$ cat src/rtl/video_timing_pkg.sv
// Shared types, default PAL-at-12MHz timing and width helpers for the
// composite video timing generator.
package video_timing_pkg;

  typedef enum logic [1:0] {
    BROAD,
    POST_EQ,
    LINES,
    PRE_EQ
  } vstate_t;

  // PAL composite timing at a 12 MHz clock
  localparam int PAL_CLK_PER_LINE     = 768;
  localparam int PAL_HSYNC_LEN        = 57;
  localparam int PAL_BROAD_LEN        = 327;
  localparam int PAL_SHORT_LEN        = 29;
  localparam int PAL_FIELD_HALF_LINES = 625;
  localparam int PAL_NUM_BROAD        = 5;
  localparam int PAL_NUM_POST_EQ      = 5;
  localparam int PAL_NUM_PRE_EQ       = 5;
  localparam int PAL_ACTIVE_X_START   = 188;
  localparam int PAL_ACTIVE_W         = 499;
  localparam int PAL_ACTIVE_Y_START   = 51;
  localparam int PAL_ACTIVE_H         = 230;

  // Bits needed for a counter running 0..n-1 (never less than one bit).
  function automatic int cnt_w(input int n);
    return (n < 2) ? 1 : $clog2(n);
  endfunction

endpackage

$ cat src/rtl/video_delay_line.sv
// Fixed-depth shift register with synchronous active-low clear.
// DEPTH=0 degenerates to a plain wire.
module video_delay_line #(
  parameter int WIDTH = 1,
  parameter int DEPTH = 0
) (
  input  logic             clk,
  input  logic             rst,
  input  logic [WIDTH-1:0] d_i,
  output logic [WIDTH-1:0] q_o
);

  if (DEPTH == 0) begin : g_wire
    // clk/rst have no job in the zero-depth case
    logic unused_clk_rst;
    assign unused_clk_rst = clk ^ rst;
    assign q_o = d_i;
  end else begin : g_shift
    logic [WIDTH-1:0] stage_q [DEPTH];

    // Shift one stage per clock; clear empties the whole line.
    always_ff @(posedge clk) begin
      if (!rst) begin
        for (int i = 0; i < DEPTH; i++) stage_q[i] <= '0;
      end else begin
        stage_q[0] <= d_i;
        for (int i = 1; i < DEPTH; i++) stage_q[i] <= stage_q[i-1];
      end
    end

    assign q_o = stage_q[DEPTH-1];
  end

endmodule

$ cat src/rtl/video_timing_gen.sv
// Composite video timing generator: sync/white levels plus pixel
// coordinates issued ahead of the output by PIXEL_LATENCY clocks.
module video_timing_gen
  import video_timing_pkg::*;
#(
  parameter int CLK_PER_LINE     = PAL_CLK_PER_LINE,
  parameter int HSYNC_LEN        = PAL_HSYNC_LEN,
  parameter int BROAD_LEN        = PAL_BROAD_LEN,
  parameter int SHORT_LEN        = PAL_SHORT_LEN,
  parameter int FIELD_HALF_LINES = PAL_FIELD_HALF_LINES,
  parameter int NUM_BROAD        = PAL_NUM_BROAD,
  parameter int NUM_POST_EQ      = PAL_NUM_POST_EQ,
  parameter int NUM_PRE_EQ       = PAL_NUM_PRE_EQ,
  parameter int ACTIVE_X_START   = PAL_ACTIVE_X_START,
  parameter int ACTIVE_W         = PAL_ACTIVE_W,
  parameter int ACTIVE_Y_START   = PAL_ACTIVE_Y_START,
  parameter int ACTIVE_H         = PAL_ACTIVE_H,
  parameter int PIXEL_LATENCY    = 0,
  parameter int X_W              = 9,
  parameter int Y_W              = 8
) (
  input  logic           clk,
  input  logic           rst,
  input  logic           i_pixel,
  output logic           o_sync,
  output logic           o_white,
  output logic           o_enable,
  output logic [X_W-1:0] o_pixel_x,
  output logic [Y_W-1:0] o_pixel_y,
  output logic           o_field,
  output logic           o_frame_start
);

  localparam int HALF = CLK_PER_LINE / 2;
  localparam int H_W  = cnt_w(CLK_PER_LINE);
  localparam int V_W  = cnt_w(FIELD_HALF_LINES);
  localparam int L_W  = cnt_w(FIELD_HALF_LINES / 2 + 1);

  logic [H_W-1:0] h_q, h_d, hh;
  logic [V_W-1:0] v_q, v_d;
  logic [L_W-1:0] l_q, l_d;
  logic           field_q, field_d;
  vstate_t        vstate;
  logic           raw_tip, active;
  logic [X_W-1:0] pix_x;
  logic [Y_W-1:0] pix_y;

  // Coordinate-aligned stage; tip is sync inverted so a cleared line means "no sync"
  logic           tip_q, enable_q, field_o_q, frame_start_q;
  logic [X_W-1:0] x_q;
  logic [Y_W-1:0] y_q;
  logic           tip_dly, en_dly;
  logic           sync_q, white_q;

  // Next counter state: h wraps per line, v steps on every half-line boundary.
  always_comb begin
    h_d     = (h_q == H_W'(CLK_PER_LINE - 1)) ? '0 : h_q + H_W'(1);
    v_d     = v_q;
    l_d     = l_q;
    field_d = field_q;
    if (h_d == '0 || h_d == H_W'(HALF)) begin
      if (v_q == V_W'(FIELD_HALF_LINES - 1)) begin
        v_d     = '0;
        l_d     = '0;
        field_d = ~field_q;
      end else begin
        v_d = v_q + V_W'(1);
        if (h_d == '0) l_d = l_q + L_W'(1);
      end
    end
  end

  // Decode vertical state, sync tip and active window from the counters.
  always_comb begin
    if (int'(v_q) < NUM_BROAD)                          vstate = BROAD;
    else if (int'(v_q) < NUM_BROAD + NUM_POST_EQ)       vstate = POST_EQ;
    else if (int'(v_q) >= FIELD_HALF_LINES - NUM_PRE_EQ) vstate = PRE_EQ;
    else                                                vstate = LINES;

    // position inside the current half-line
    hh = (int'(h_q) >= HALF) ? h_q - H_W'(HALF) : h_q;

    case (vstate)
      BROAD:           raw_tip = int'(hh) < BROAD_LEN;
      POST_EQ, PRE_EQ: raw_tip = int'(hh) < SHORT_LEN;
      default:         raw_tip = int'(h_q) < HSYNC_LEN;
    endcase

    active = (vstate == LINES)
          && int'(l_q) >= ACTIVE_Y_START && int'(l_q) < ACTIVE_Y_START + ACTIVE_H
          && int'(h_q) >= ACTIVE_X_START && int'(h_q) < ACTIVE_X_START + ACTIVE_W;
    pix_x = X_W'(int'(h_q) - ACTIVE_X_START);
    pix_y = Y_W'(int'(l_q) - ACTIVE_Y_START);
  end

  // Counters and the registered coordinate stage.
  always_ff @(posedge clk) begin
    if (!rst) begin
      h_q           <= '0;
      v_q           <= '0;
      l_q           <= '0;
      field_q       <= 1'b0;
      tip_q         <= 1'b0;
      enable_q      <= 1'b0;
      x_q           <= '0;
      y_q           <= '0;
      field_o_q     <= 1'b0;
      frame_start_q <= 1'b0;
    end else begin
      h_q           <= h_d;
      v_q           <= v_d;
      l_q           <= l_d;
      field_q       <= field_d;
      tip_q         <= raw_tip;
      enable_q      <= active;
      x_q           <= active ? pix_x : '0;
      y_q           <= active ? pix_y : '0;
      field_o_q     <= field_q;
      frame_start_q <= (h_q == '0) && (v_q == '0) && !field_q;
    end
  end

  video_delay_line #(
    .WIDTH (2),
    .DEPTH (PIXEL_LATENCY)
  ) u_dly (
    .clk (clk),
    .rst (rst),
    .d_i ({tip_q, enable_q}),
    .q_o ({tip_dly, en_dly})
  );

  // Output levels: sync and white leave together, after the pixel fetch latency.
  always_ff @(posedge clk) begin
    if (!rst) begin
      sync_q  <= 1'b1;
      white_q <= 1'b0;
    end else begin
      sync_q  <= ~tip_dly;
      white_q <= en_dly & i_pixel;
    end
  end

  assign o_sync        = sync_q;
  assign o_white       = white_q;
  assign o_enable      = enable_q;
  assign o_pixel_x     = x_q;
  assign o_pixel_y     = y_q;
  assign o_field       = field_o_q;
  assign o_frame_start = frame_start_q;

endmodule

$ cat config.mk
export PLATFORM = sky130hd
export DESIGN_NAME = video_timing_gen
export DESIGN_NICKNAME = d
export VERILOG_FILES = /design/src/rtl/video_timing_pkg.sv /design/src/rtl/video_delay_line.sv /design/src/rtl/video_timing_gen.sv
export SDC_FILE = /design/constraint.sdc
export NUM_CORES = 1
export LEC_CHECK = 0
export BUFFER_PORTS_ARGS = -buffer_cell sky130_fd_sc_hd__buf_4
export CAP_MARGIN = 0
export CORE_UTILIZATION = 59
export DETAILED_ROUTE_END_ITERATION = 8
export PLACE_DENSITY = 0.91
export SLEW_MARGIN = 20
export SYNTH_ARGS = -nofsm -noshare
export SYNTH_HDL_FRONTEND = slang
export SYNTH_SLANG_ARGS = --single-unit
$ cat constraint.sdc
create_clock -name clk -period 2.79 [get_ports clk]
set_input_delay 0.1395 -clock clk [delete_from_list [all_inputs] [get_ports clk]]
set_output_delay 0.1395 -clock clk [all_outputs]
set_load 0.1 [all_outputs]
# Word level (Yosys, flattened, before mapping)

Index checks and enable logic that the tools add are counted.

$add $sub $neg: 6
Order comparisons: 11
Eq/ne operators: 6
Mux-type cells: 9
Bitwise logic cells: 3
Reductions and logical operators: 17

Operators with widths:

| kind                                                                | count |
|---|---|
| zero test 10 bit                                                    | 3 |
| 2-to-1 mux 10 bit                                                   | 3 |
| adder 10 x 1 -> 10 bit (second input constant)                      | 2 |
| equality test 10 bit (second input constant)                        | 2 |
| 2-to-1 mux 9 bit                                                    | 2 |
| equality test 10 x 9 -> 1 bit (second input constant)               | 1 |
| greater-or-equal comparator 10 bit (second input constant)          | 1 |
| greater-or-equal comparator 10 x 8 -> 1 bit (second input constant) | 1 |
| greater-or-equal comparator 10 x 9 -> 1 bit (second input constant) | 1 |
| less-than comparator 10 bit (second input constant)                 | 1 |
| less-than comparator 10 x 3 -> 1 bit (second input constant)        | 1 |
| less-than comparator 10 x 4 -> 1 bit (second input constant)        | 1 |
| less-than comparator 10 x 5 -> 1 bit (second input constant)        | 1 |
| less-than comparator 10 x 6 -> 1 bit (second input constant)        | 1 |
| less-than comparator 10 x 9 -> 1 bit (second input constant)        | 1 |
| subtractor 10 x 9 -> 10 bit (second input constant)                 | 1 |
| adder 9 x 1 -> 9 bit (second input constant)                        | 1 |
| greater-or-equal comparator 9 x 6 -> 1 bit (second input constant)  | 1 |
| less-than comparator 9 bit (second input constant)                  | 1 |
| subtractor 9 x 8 -> 9 bit (second input constant)                   | 1 |
| subtractor 8 x 6 -> 8 bit (second input constant)                   | 1 |
| logical AND 1 bit                                                   | 6 |
| AND reduction 2 bit                                                 | 3 |
| equality test 2 bit (second input constant)                         | 2 |
| other kinds (11)                                                    | 13 |

Register bits after elaboration: 53
Input bits: 3
Output and inout bits: 22

# Logic depth before layout (Yosys ltp)

Gate-level depths: netlist (run 1).

Word-level depth: 10
Depth in mapped cells: 10

# Hierarchy

From an unflattened synthesis (run 1), not the netlist that was laid out.

Cell total of the unflattened synthesis: 341
Area total of the unflattened synthesis: 2786.4 µm²

Modules (own cells, without submodules):

| module           | times used | cells each | area an instance (µm²) | seq. area each (µm²) |
|---|---|---|---|---|
| video_timing_gen | 1          | 339        | 2771.4                 | 1061.0 |
| video_delay_line | 1          | 2          | 15.0                   | 0.0 |

# Worst setup path before layout (run 1)

No wires, ideal clock.

Path kind: flip-flop to flip-flop
Start: register h_q[1]
End: register field_q
Library setup time: 69 ps
Arrival time: 2217 ps
Setup slack: 504 ps
Cell stages (with the launch flop): 10
Clock period less this slack: 2286 ps
Cell sequence: dfxtp_1 ha_1 buf_4 nand3_1 or4_4 o31a_1 nor2_4 nand2_2 or4_1 o21ai_1

Cells in the longest elaborated chain, start to end: 5

RTL lines:

| element                                                                  | RTL line                | source |
|---|---|---|
| start, declared                                                          | video_timing_gen.sv:39  | `logic [H_W-1:0] h_q, h_d, hh;` |
| start signal, assigned                                                   | video_timing_gen.sv:99  | `h_q <= '0;` |
| start signal, assigned                                                   | video_timing_gen.sv:110 | `h_q <= h_d;` |
| adder 10 x 1 -> 10 bit / equality test 10 bit (equally long branches)    | video_timing_gen.sv:57  | `h_d = (h_q == H_W'(CLK_PER_LINE - 1)) ? '0 : h_q + H_W'(1);` |
| 2-to-1 mux 10 bit *                                                      | video_timing_gen.sv:57  |  |
| equality test 10 x 9 -> 1 bit / zero test 10 bit (equally long branches) | video_timing_gen.sv:61  | `if (h_d == '0 \|\| h_d == H_W'(HALF)) begin` |
| logical OR 1 bit *                                                       | video_timing_gen.sv:61  |  |
| AND reduction 2 bit (no line) *                                          | --                      |  |
| end signal, assigned                                                     | video_timing_gen.sv:113 | `field_q <= field_d;` |
| end, declared                                                            | video_timing_gen.sv:42  | `logic field_q, field_d;` |

Every way passes the cells marked *; elsewhere a longest branch is shown, timed or not.
A chain may end at the register's enable or synchronous reset.

# Final worst setup path (run 1)

Same ends and word-level chain as after synthesis.

==> summary.md, run 1 <==
| Metric | Value |
|---|---|
| Boundary Pins | `25` |
| Layout cells sized above 1 | `between 10% and 20%` |
| Post-Syn Area | `roughly 0.0029 sq mm` |
| Slowest cell on crit path | `or4_4` |
| CTS Hold Buffers Added | `0` |
| Async SR Flop Fraction | `0%` |
| First-pass GRT wire length | `between 10000 and 15000 um` |
| Clock Latency Late Sink | `approximately 0.31 ns` |
| Critical Path End Type | `register` |
| Post-CTS Setup Inserts | `0` |
| Crit path cell chain | `ha_2 > nand3_1 > or4_4 > o31a_1 > nor2_4 > nand2_2 > or4_1 > o21ai_1` |
| Worst path arrival time | `between 2 and 3 ns` |
| Slew margin rel. | `62.7%` |
| CP max stage delay | `about 0.52 ns` |
| Layout area overhead | `10.8%` |
| Worst Tran Pin Value | `0.560 ns` |
| Sequential power share | `59.1%` |
| Nets@finish | `about 390` |
| Hold WC Path Type | `input port to register` |
| Final Hold Slack | `0.0453 ns` |
| Row count | `25` |
| R2R depth | `8` |
| Family with the most delay on the worst path | `simple AND/OR/NAND/NOR gates` |
| Clk pin slew, worst setup/hold paths | `0.10 ns` |
| Post-route ant nets | `0` |
| HPWL Detailed | `4540 um` |
| Sum of negative setup slack | `0 ns` |
| Adder-Cell Fraction of Synth Area | `around 5.7%` |
| Resize count post-CTS | `0` |
| Crit Path Category | `register to register` |
| Die area | `approximately 0.0052 sq mm` |
| Final instance area | `around 0.0032 sq mm` |
| Largest family of logic cells by synthesized area | `simple AND/OR/NAND/NOR gates` |
| GPL Wtd Cong | `about 0.95` |
| CP Max Fanout | `17` |
| EDFF count, synth | `0` |
| F_max | `between 300 and 400 MHz` |
| CTS tree | `done` |
| Placed cell count | `approximately 420` |
| Post-place setup slack | `about 0.17 ns` |
| Status | `finished clean` |
| Overall routed net length | `between 6000 and 7000 um` |
| Longest Clk Path Bufs | `2` |
| Min Tclk post-route | `~2.6 ns` |
| Total grt overflow | `0` |
| Synth Area in Simple Gates | `between 20% and 30%` |
| Pin count of the biggest net entering global routing | `18` |
| Commonest non-fill, non-tap cell in the layout | `dfxtp_1` |
| TritonCTS Buffers | `5` |
| Syn Inst Count | `about 350` |
| Pint | `just under 1 mW` |
| Initial Utilization | `between 60% and 70%` |
| Initial DRC count | `282` |
| Sw power | `approximately 0.34 mW` |
| Final setup viols | `0` |
| Pwr dens | `between 400 and 500 mW/mm^2` |
| Initial antenna violation count | `0` |
| Post-synth net total | `368` |
| Peak supply drop | `~0.18 mV` |
| Vias in the first global route | `2465` |
| Post-layout worst setup margin | `around 0.15 ns` |
| CTS Sinks | `53` |
| Top-area cell type share of the netlist area | `between 30% and 40%` |
| Core Region | `0.00469 sq mm` |
| # fillers | `364` |
| Mux cell area share after synthesis | `1.39%` |
| Seq cells post-synth | `53` |
| Syn avg cell area | `8.16 sq um` |
| DR pass1 iterations | `5` |
| Vias | `around 2700` |
| Root Buffer | `clkbuf_8` |
| Synth Area in Compound Gates | `between 15 and 20%` |
| Hold Path Stages | `2` |
| Largest area contributor in the netlist | `dfxtp_1` |
| Diodes inserted | `0` |
| Avg Vias per Cell | `about 6.3` |
| Synth Flop Type | `dfxtp_1` |
| Fin cells | `between 400 and 500` |
| Sw Ratio | `about a quarter` |
| Post-synthesis cell type count | `between 50 and 60` |
| Cell Area, Placed | `between 0.003 and 0.004 sq mm` |
| Final-report hold violation count | `0` |
| Final Core Density | `67.8%` |
| Area contributors post-synth | `dfxtp_1 (37%), ha_1 (5.7%), a21oi_1 (4.4%)` |
| Post-Route Skew | `0.00815 ns` |
| Sequential share of the synthesized area | `between 30% and 40%` |
| Routed WL per cell | `15.7 um` |
| Total power | `between 1 and 1.5 mW` |
| Port bufs | `24` |
| DRC | `0` |
| Tot GR Track Use | `27.1%` |
| Xor/xnor share of the synthesized area | `~4.0%` |
| Final Max Slew Viols | `0` |
| Critical path depth | `8` |
| Pleak | `between 1 and 1.5 nW` |
| Syn. warnings | `0` |
| H-tree Lvls | `2` |
| Clock Power Share | `between 30% and 40%` |
| Type of origin of the critical path | `register` |
| Maxcap violations | `0` |
| Post-route clock period utilization | `94.5%` |
| Bufs and invs on worst path | `0` |
| WP data required | `3.04 ns` |
| Die X | `about 70 um` |
| Die height | `between 70 and 80 um` |
| Combinational fraction of design power | `7.8%` |
| Most frequent cells in the layout | `dfxtp_1 (51), buf_4 (35), nand2_1 (31), nor2_1 (31), a21oi_1 (25)` |
==> synth_stat cells, drive strengths merged, types with 4 or more instances <==
library cell	count
a21oi	25
a31oi	4
a41oi	4
and2	5
and3	7
and4	4
buf	12
clkbuf	11
dfxtp	53
ha	13
inv	15
mux2i	4
nand2	32
nand3	19
nand4	9
nor2	32
nor3	12
o21ai	23
o22ai	5
or3	5
xnor2	10
==> metal layers <==
layer,GRT usage (%),share of wire (%)
met4,15.5,4.0
met2,43.3,46
met3,6.05,7.8
met5,0,0
met1,33.7,42
==> flip-flops by register name, summed over array words and instances, names as in the netlist <==
signal         count
h_q               10
v_q               10
l_q                9
o_pixel_x          9
o_pixel_y          8
field_q            1
o_enable           1
o_field            1
o_frame_start      1
o_sync             1
o_white            1
tip_q              1
==> worst register-to-register path: stages, from the launching register on <==
cell and delay, ns:
dfxtp_1 0.49, ha_2 0.32, nand3_1 0.15, or4_4 0.52
o31a_1 0.17, nor2_4 0.13, nand2_2 0.20, or4_1 0.51
o21ai_1 0.07
==> cells by family after synthesis <==
family                     count (synthesis)
AOI/OAI and AO/OA                         87
xor gates and xnor gates                  13
adders and majority gates                 13
buffers and inverters                     39
DFF                                       53
muxes                                      4
and+or+nand+nor                          143
==> power groups by stage <==
stage	registers (mW)	clock network, mW	logic (mW)
finish	0.776	0.434	0.102
global route	0.777	0.478	0.111
global placement	0.791	0	0.0959
floorplan	0.807	0	0.0589
CTS	0.775	0.442	0.0986
detailed placement	0.792	0	0.0976
==> area by class of cell <==
| type | count | area, sq um | area share (%) |
|---|---|---|---|
| clock buffers | 6 | 72.6 | 2.28 |
| clock inverters | 2 | 15.0 | 0.472 |
| inverters | 16 | 60.1 | 1.89 |
| multi-input cells | 260 | 1640 | 51.6 |
| flip-flops and latches | 53 | 1060 | 33.4 |
| well taps | 54 | 67.6 | 2.12 |
| repair buffers | 35 | 263 | 8.26 |
==> path summary, 6_finish.rpt <==
check	start	endpoint	slack (ns)
min reg2reg	tip_q$_SDFF_PN0_	o_sync$_SDFF_PN1_	0.39
max reg2reg	h_q[1]$_SDFF_PN0_	field_q$_SDFFE_PN0P_	0.15
min	i_pixel	o_white$_SDFF_PN0_	0.05
max	h_q[1]$_SDFF_PN0_	field_q$_SDFFE_PN0P_	0.15
No activity file was read; power rests on OpenSTA's default activity.
==> run 2: changes to the inputs <==
--- a/config.mk
+++ b/config.mk
@@ -10,6 +10,7 @@
 export CORE_UTILIZATION = 59
 export DETAILED_ROUTE_END_ITERATION = 8
 export PLACE_DENSITY = 0.91
+export RECOVER_POWER = 100
 export SLEW_MARGIN = 20
 export SYNTH_ARGS = -nofsm -noshare
 export SYNTH_HDL_FRONTEND = slang
==> run 2 against run 1 <==
Die area stayed put. Register-to-register slack hardly changed. Sequential power hardly changed. Critical path depth stayed put. Power is 0.15% lower. Highest routed layer unchanged. Largest cell class unchanged.
==> summary.md, run 2 (synthesis results as in run 1) <==
| Metric | Value |
|---|---|
| GPL Wtd Cong | `between 0.9 and 1` |
| Post-route ant nets | `0` |
| Hold WC Path Type | `input port to register` |
| Resize count post-CTS | `0` |
| Vias | `2722` |
| Sw Ratio | `25.9%` |
| Pint | `just under 1 mW` |
| Final Hold Slack | `roughly 0.046 ns` |
| CP max stage delay | `0.52 ns` |
| Pwr dens | `~420 mW/mm^2` |
| TritonCTS Buffers | `5` |
| Row count | `25` |
| Largest regs | `h_q: 10 flops, v_q: 10 flops` |
| Clk pin slew, worst setup/hold paths | `approximately 0.10 ns` |
| Post-Route Skew | `~0.007 ns` |
| Die height | `slightly above 70 um` |
| Die area | `between 0.005 and 0.006 sq mm` |
| Critical Path End Type | `register` |
| Core Region | `approximately 0.0047 sq mm` |
| Port bufs | `24` |
| Initial antenna violation count | `0` |
| Pin count of the biggest net entering global routing | `18` |
| Maxcap violations | `0` |
| H-tree Lvls | `2` |
| Commonest non-fill, non-tap cell in the layout | `dfxtp_1` |
| HPWL Detailed | `4540 um` |
| Post-layout worst setup margin | `around 0.15 ns` |
| Combinational fraction of design power | `7.6%` |
| Final-report hold violation count | `0` |
| Final Core Density | `roughly 66%` |
| Pleak | `between 1 and 1.5 nW` |
| Tot GR Track Use | `27.1%` |
| Post-place setup slack | `0.173 ns` |
| Layout cells sized above 1 | `a little over a tenth` |
| Met3 GRT Util | `under 10%` |
| Longest Clk Path Bufs | `2` |
| CTS Hold Buffers Added | `0` |
| Sum of negative setup slack | `0 ns` |
| Clock Latency Late Sink | `0.31 ns` |
| Diodes inserted | `0` |
| Peak supply drop | `0.186 mV` |
| DR pass1 iterations | `5` |
| Slowest cell on crit path | `or4_4` |
| Clock Power Share | `between 30% and 40%` |
| Min Tclk post-route | `about 2.6 ns` |
| Initial DRC count | `around 260` |
| Post-route clock period utilization | `94.7%` |
| Root Buffer | `clkbuf_8` |
| GRT busiest layer | `met2` |
| Crit Path Category | `register to register` |
| Worst Tran Pin Value | `approximately 1.2 ns` |
| CP Max Fanout | `17` |
| Status | `finished clean` |
| CTS Sinks | `53` |
| Post-CTS Setup Inserts | `0` |
| DRC | `0` |
| Crit path cell chain | `ha_2 > nand3_1 > or4_4 > o31a_1 > nor2_4 > nand2_2 > or4_1 > o21ai_1` |
| Most frequent cells in the layout | `dfxtp_1 (51), nand2_1 (31), nor2_1 (31), a21oi_1 (25), clkbuf_1 (23)` |
| Boundary Pins | `25` |
| Avg Vias per Cell | `about 6.4` |
| CTS tree | `done` |
| Final setup viols | `0` |
| Slew margin rel. | `about a fifth` |
| Final Max Slew Viols | `0` |
| Total grt overflow | `0` |
| Nets@finish | `a little under 400` |
| Worst path arrival time | `approximately 2.9 ns` |
| Layout area overhead | `7.88%` |
| Initial Utilization | `roughly three fifths` |
| Met1 usage | `between 30% and 40%` |
| Vias in the first global route | `~2500` |
| Overall routed net length | `approximately 6700 um` |
| WP data required | `3.04 ns` |
| Sw power | `around 0.34 mW` |
| Die X | `a little over 70 um` |
| First-pass GRT wire length | `roughly 11000 um` |
| Routed WL per cell | `15.7 um` |
| Met2 GRT Util | `around 43%` |
| Sequential power share | `about three fifths` |
| F_max | `roughly 380 MHz` |
| Type of origin of the critical path | `register` |
## run 2: cell types whose count changed in the layout (fill, tap and decap cells not counted)
cell	delta
buf_4	-22
clkbuf_1	+22
## run 2: final timing paths
kind	start	endpoint	slack, ns	depth (start not counted)
setup / recovery	h_q[1]$_SDFF_PN0_	field_q$_SDFFE_PN0P_	0.15	8
hold / removal	i_pixel	o_white$_SDFF_PN0_	0.05	2
setup reg to reg	h_q[1]$_SDFF_PN0_	field_q$_SDFFE_PN0P_	0.15	8
hold reg to reg	tip_q$_SDFF_PN0_	o_sync$_SDFF_PN1_	0.39	1
## run 2: power by group through the flow
stage | registers [mW] | clock network, mW | logic (mW)
floorplan | 0.807 | 0 | 0.0589
global placement | 0.791 | 0 | 0.0959
detailed placement | 0.792 | 0 | 0.0976
CTS | 0.775 | 0.442 | 0.0986
global route | 0.777 | 0.478 | 0.109
finish | 0.776 | 0.434 | 0.0996
## run 2: routing by layer
layer	vias up	share of wire (%)
li1	1305	-
met1	1233	42
met2	156	46
met3	28	8.2
met4	0	3.9
met5	-	0
## run 2: cell type report
type / count / area (sq um)
tap: 54 / 67.6
inverter: 16 / 60.1
clock buffer: 6 / 72.6
multi-input combinational: 260 / 1640
sequential: 53 / 1060
clock inverter: 2 / 15.0
timing repair buffer: 35 / 180
fill: 389 / 1590
## run 2: per-stage QoR
stage               std cells  power, mW  cell area (sq um)
finish                    426       1.31               3100
global route              426       1.36               3100
CTS                       426       1.32               3170
detailed placement        418      0.890               3090
floorplan                 352      0.866               2870
global placement          418      0.887               3090
## run 2: worst max-delay path: cells and delay by family (launching register included)
kind            cells  cell delay (ns)
simple gates        5             1.52
flops               1             0.50
fa+ha+maj           1             0.32
compound gates      2             0.24
==> run 3: changes to the inputs <==
--- a/config.mk
+++ b/config.mk
@@ -7,10 +7,11 @@
 export LEC_CHECK = 0
 export BUFFER_PORTS_ARGS = -buffer_cell sky130_fd_sc_hd__buf_4
 export CAP_MARGIN = 0
+export CORE_MARGIN = 1.5
 export CORE_UTILIZATION = 59
 export DETAILED_ROUTE_END_ITERATION = 8
 export PLACE_DENSITY = 0.91
-export RECOVER_POWER = 100
+export REMOVE_ABC_BUFFERS = 1
 export SLEW_MARGIN = 20
 export SYNTH_ARGS = -nofsm -noshare
 export SYNTH_HDL_FRONTEND = slang
==> run 3 against run 2 <==
Clock skew increased by 0.0079 ns. Die area increased by 2.8%. Utilization increased by 1.9 points. Worst setup slack improved by 0.11 ns. Maximum frequency increased by 4.4%. Clock power increased by 4%. First-iteration DRC count increased by 14%. Critical path type unchanged. Clock-buffer cell count decreased by 1. Via count increased by 2.3%.
==> summary.md, run 3 (synthesis results as in run 1) <==
| Metric | Value |
|---|---|
| Layout cells sized above 1 | `approximately 17%` |
| Die X | `between 70 and 80 um` |
| Port bufs | `24` |
| Clock Latency Late Sink | `between 0.3 and 0.4 ns` |
| Slew margin rel. | `around 63%` |
| Final-report hold violation count | `0` |
| CTS tree | `done` |
| Final Max Slew Viols | `0` |
| Sw power | `between 0.3 and 0.4 mW` |
| CTS Sinks | `between 50 and 60` |
| Core Region | `approximately 0.0047 sq mm` |
| R2R depth | `8` |
| Vias | `2784` |
| Worst R2R Setup Slack | `between 0.2 and 0.3 ns` |
| H-tree Lvls | `2` |
| R2r endpoint | `field_q$_SDFFE_PN0P_` |
| Boundary Pins | `25` |
| Diodes inserted | `0` |
| Root Buffer | `clkbuf_8` |
| Initial antenna violation count | `0` |
| Post-route ant nets | `0` |
| Sequential Area | `0.00106 sq mm` |
| Post-Route Skew | `0.0149 ns` |
| Layout area overhead | `11.1%` |
| First-pass GRT wire length | `approximately 11000 um` |
| Critical Path End Type | `register` |
| Hold WC Path Type | `input port to register` |
| Vias in the first global route | `around 2500` |
| CP Max Fanout | `17` |
| Routed WL per cell | `around 16 um` |
| WP data required | `between 3 and 4 ns` |
| Die area | `0.00530 sq mm` |
| Worst setup path startpoint | `h_q[0]$_SDFF_PN0_` |
| Status | `finished clean` |
| Initial Utilization | `approximately three fifths` |
| Worst Tran Pin Value | `0.558 ns` |
| Sw Ratio | `26.5%` |
| Longest Clk Path Bufs | `2` |
| Pwr dens | `417 mW/mm^2` |
| Total grt overflow | `0` |
| Overall routed net length | `roughly 7000 um` |
| Pin count of the biggest net entering global routing | `19` |
| Tot GR Track Use | `26.9%` |
| Clock Power Share | `34.0%` |
| Combinational fraction of design power | `roughly 7.6%` |
| Nets@finish | `388` |
| Final setup viols | `0` |
| F_max | `just under 400 MHz` |
| Row count | `25` |
| Pint | `between 0.9 and 1 mW` |
| Commonest non-fill, non-tap cell in the layout | `dfxtp_1` |
| GPL Wtd Cong | `~0.93` |
| Final Hold Slack | `between 0.05 and 0.06 ns` |
| Post-route clock period utilization | `~91%` |
| TritonCTS Buffers | `5` |
| Most frequent cells in the layout | `dfxtp_1 (51), buf_4 (36), nand2_1 (31), nor2_1 (31), a21oi_1 (25)` |
| Worst path arrival time | `roughly 2.8 ns` |
| Sum of negative setup slack | `0 ns` |
| DRC | `0` |
| Pleak | `1.26 nW` |
| Peak supply drop | `approximately 0.19 mV` |
| Largest regs | `h_q: 10 flops, v_q: 10 flops` |
| Maxcap violations | `0` |
| HPWL Detailed | `approximately 4900 um` |
| Min Tclk post-route | `around 2.5 ns` |
| Crit Path Category | `register to register` |
| Die height | `about 73 um` |
| # fillers | `approximately 350` |
| Avg Vias per Cell | `roughly 6.5` |
| Multi-input logic area | `between 0.0015 and 0.002 sq mm` |
| Clk pin slew, worst setup/hold paths | `around 0.1 ns` |
| DR pass1 iterations | `5` |
| Type of origin of the critical path | `register` |
| Sequential power share | `between 50% and 60%` |
| R2r startpoint | `h_q[0]$_SDFF_PN0_` |
| Crit path to | `field_q$_SDFFE_PN0P_` |
| RSZ-0062 raised after global routing | `false` |
| Initial DRC count | `298` |
| Post-CTS Setup Inserts | `0` |
==> run 3: changes by cell type in the layout (fill, tap and decap cells not counted) <==
cell,previous run,this run
buf_4,13,36
clkinv_4,0,1
ha_2,2,0
clkinvlp_4,2,1
clkbuf_1,23,0
inv_6,0,1
ha_1,11,13
==> run 3: layout make-up <==
| class | instances | share of cell area (%) |
|---|---|---|
| Clock buffer | 5 | 2.16 |
| Clock inverter | 3 | 0.784 |
| Inverter | 16 | 1.88 |
| Multi-Input combinational cell | 260 | 51.3 |
| Sequential cell | 53 | 33.3 |
| Tap cell | 54 | 2.12 |
| Timing Repair Buffer | 36 | 8.47 |
==> run 3: critical path, stage by stage, from the launching register on <==
cell and delay, ns:
dfxtp_2 0.43, ha_1 0.26, nand3_1 0.16, or4_4 0.52
o31a_1 0.17, nor2_4 0.14, nand2_2 0.20, or4_1 0.52
o21ai_1 0.08
==> run 3: how the worst min path moves through the flow <==
stage,from,endpoint,slack [ns],cells after the start
2_1_floorplan,rst,o_sync$_SDFF_PN1_,0.21,1
3_3_place_gp,tip_q$_SDFF_PN0_,o_sync$_SDFF_PN1_,0.35,1
3_5_place_dp,tip_q$_SDFF_PN0_,o_sync$_SDFF_PN1_,0.36,1
4_1_cts,i_pixel,o_white$_SDFF_PN0_,0.06,2
5_1_grt,i_pixel,o_white$_SDFF_PN0_,0.08,2
6_report,i_pixel,o_white$_SDFF_PN0_,0.05,2
==> run 3: metrics by stage <==
step	cells	power (mW)	util, %	instance area (sq um)	setup slack, ns
floorplan	329	0.858	-	2760	0.104
global placement	419	0.888	65.9	3090	0.313
detailed placement	419	0.890	65.9	3090	0.241
CTS	427	1.32	67.9	3190	0.201
global route	427	1.37	68.0	3190	0.0799
finish	427	1.33	68.0	3190	0.260
==> run 3: repair_timing <==
| item | 4_1_cts | 5_1_grt |
|---|---|---|
| resized for setup | 0 | 2 |
| endpoints found under the setup margin | 0 | 1 |
| hold buffers | 0 | 0 |
==> run 3: routing by layer <==
layer	global-route usage [%]	part of all wire, %	vias to the layer above
met1	34.4	42	1301
li1	-	-	1301
met3	5.25	7.0	21
met2	45.1	48	161
met4	10.1	2.3	0
met5	0	0	-
==> run 3: power groups by stage <==
stage / Sequential, mW / Combinational [mW] / Clock (mW)
6_report: 0.777 / 0.101 / 0.452
5_1_grt: 0.778 / 0.108 / 0.487
4_1_cts: 0.775 / 0.0982 / 0.451
3_5_place_dp: 0.793 / 0.0975 / 0
3_3_place_gp: 0.791 / 0.0963 / 0
2_1_floorplan: 0.810 / 0.0477 / 0
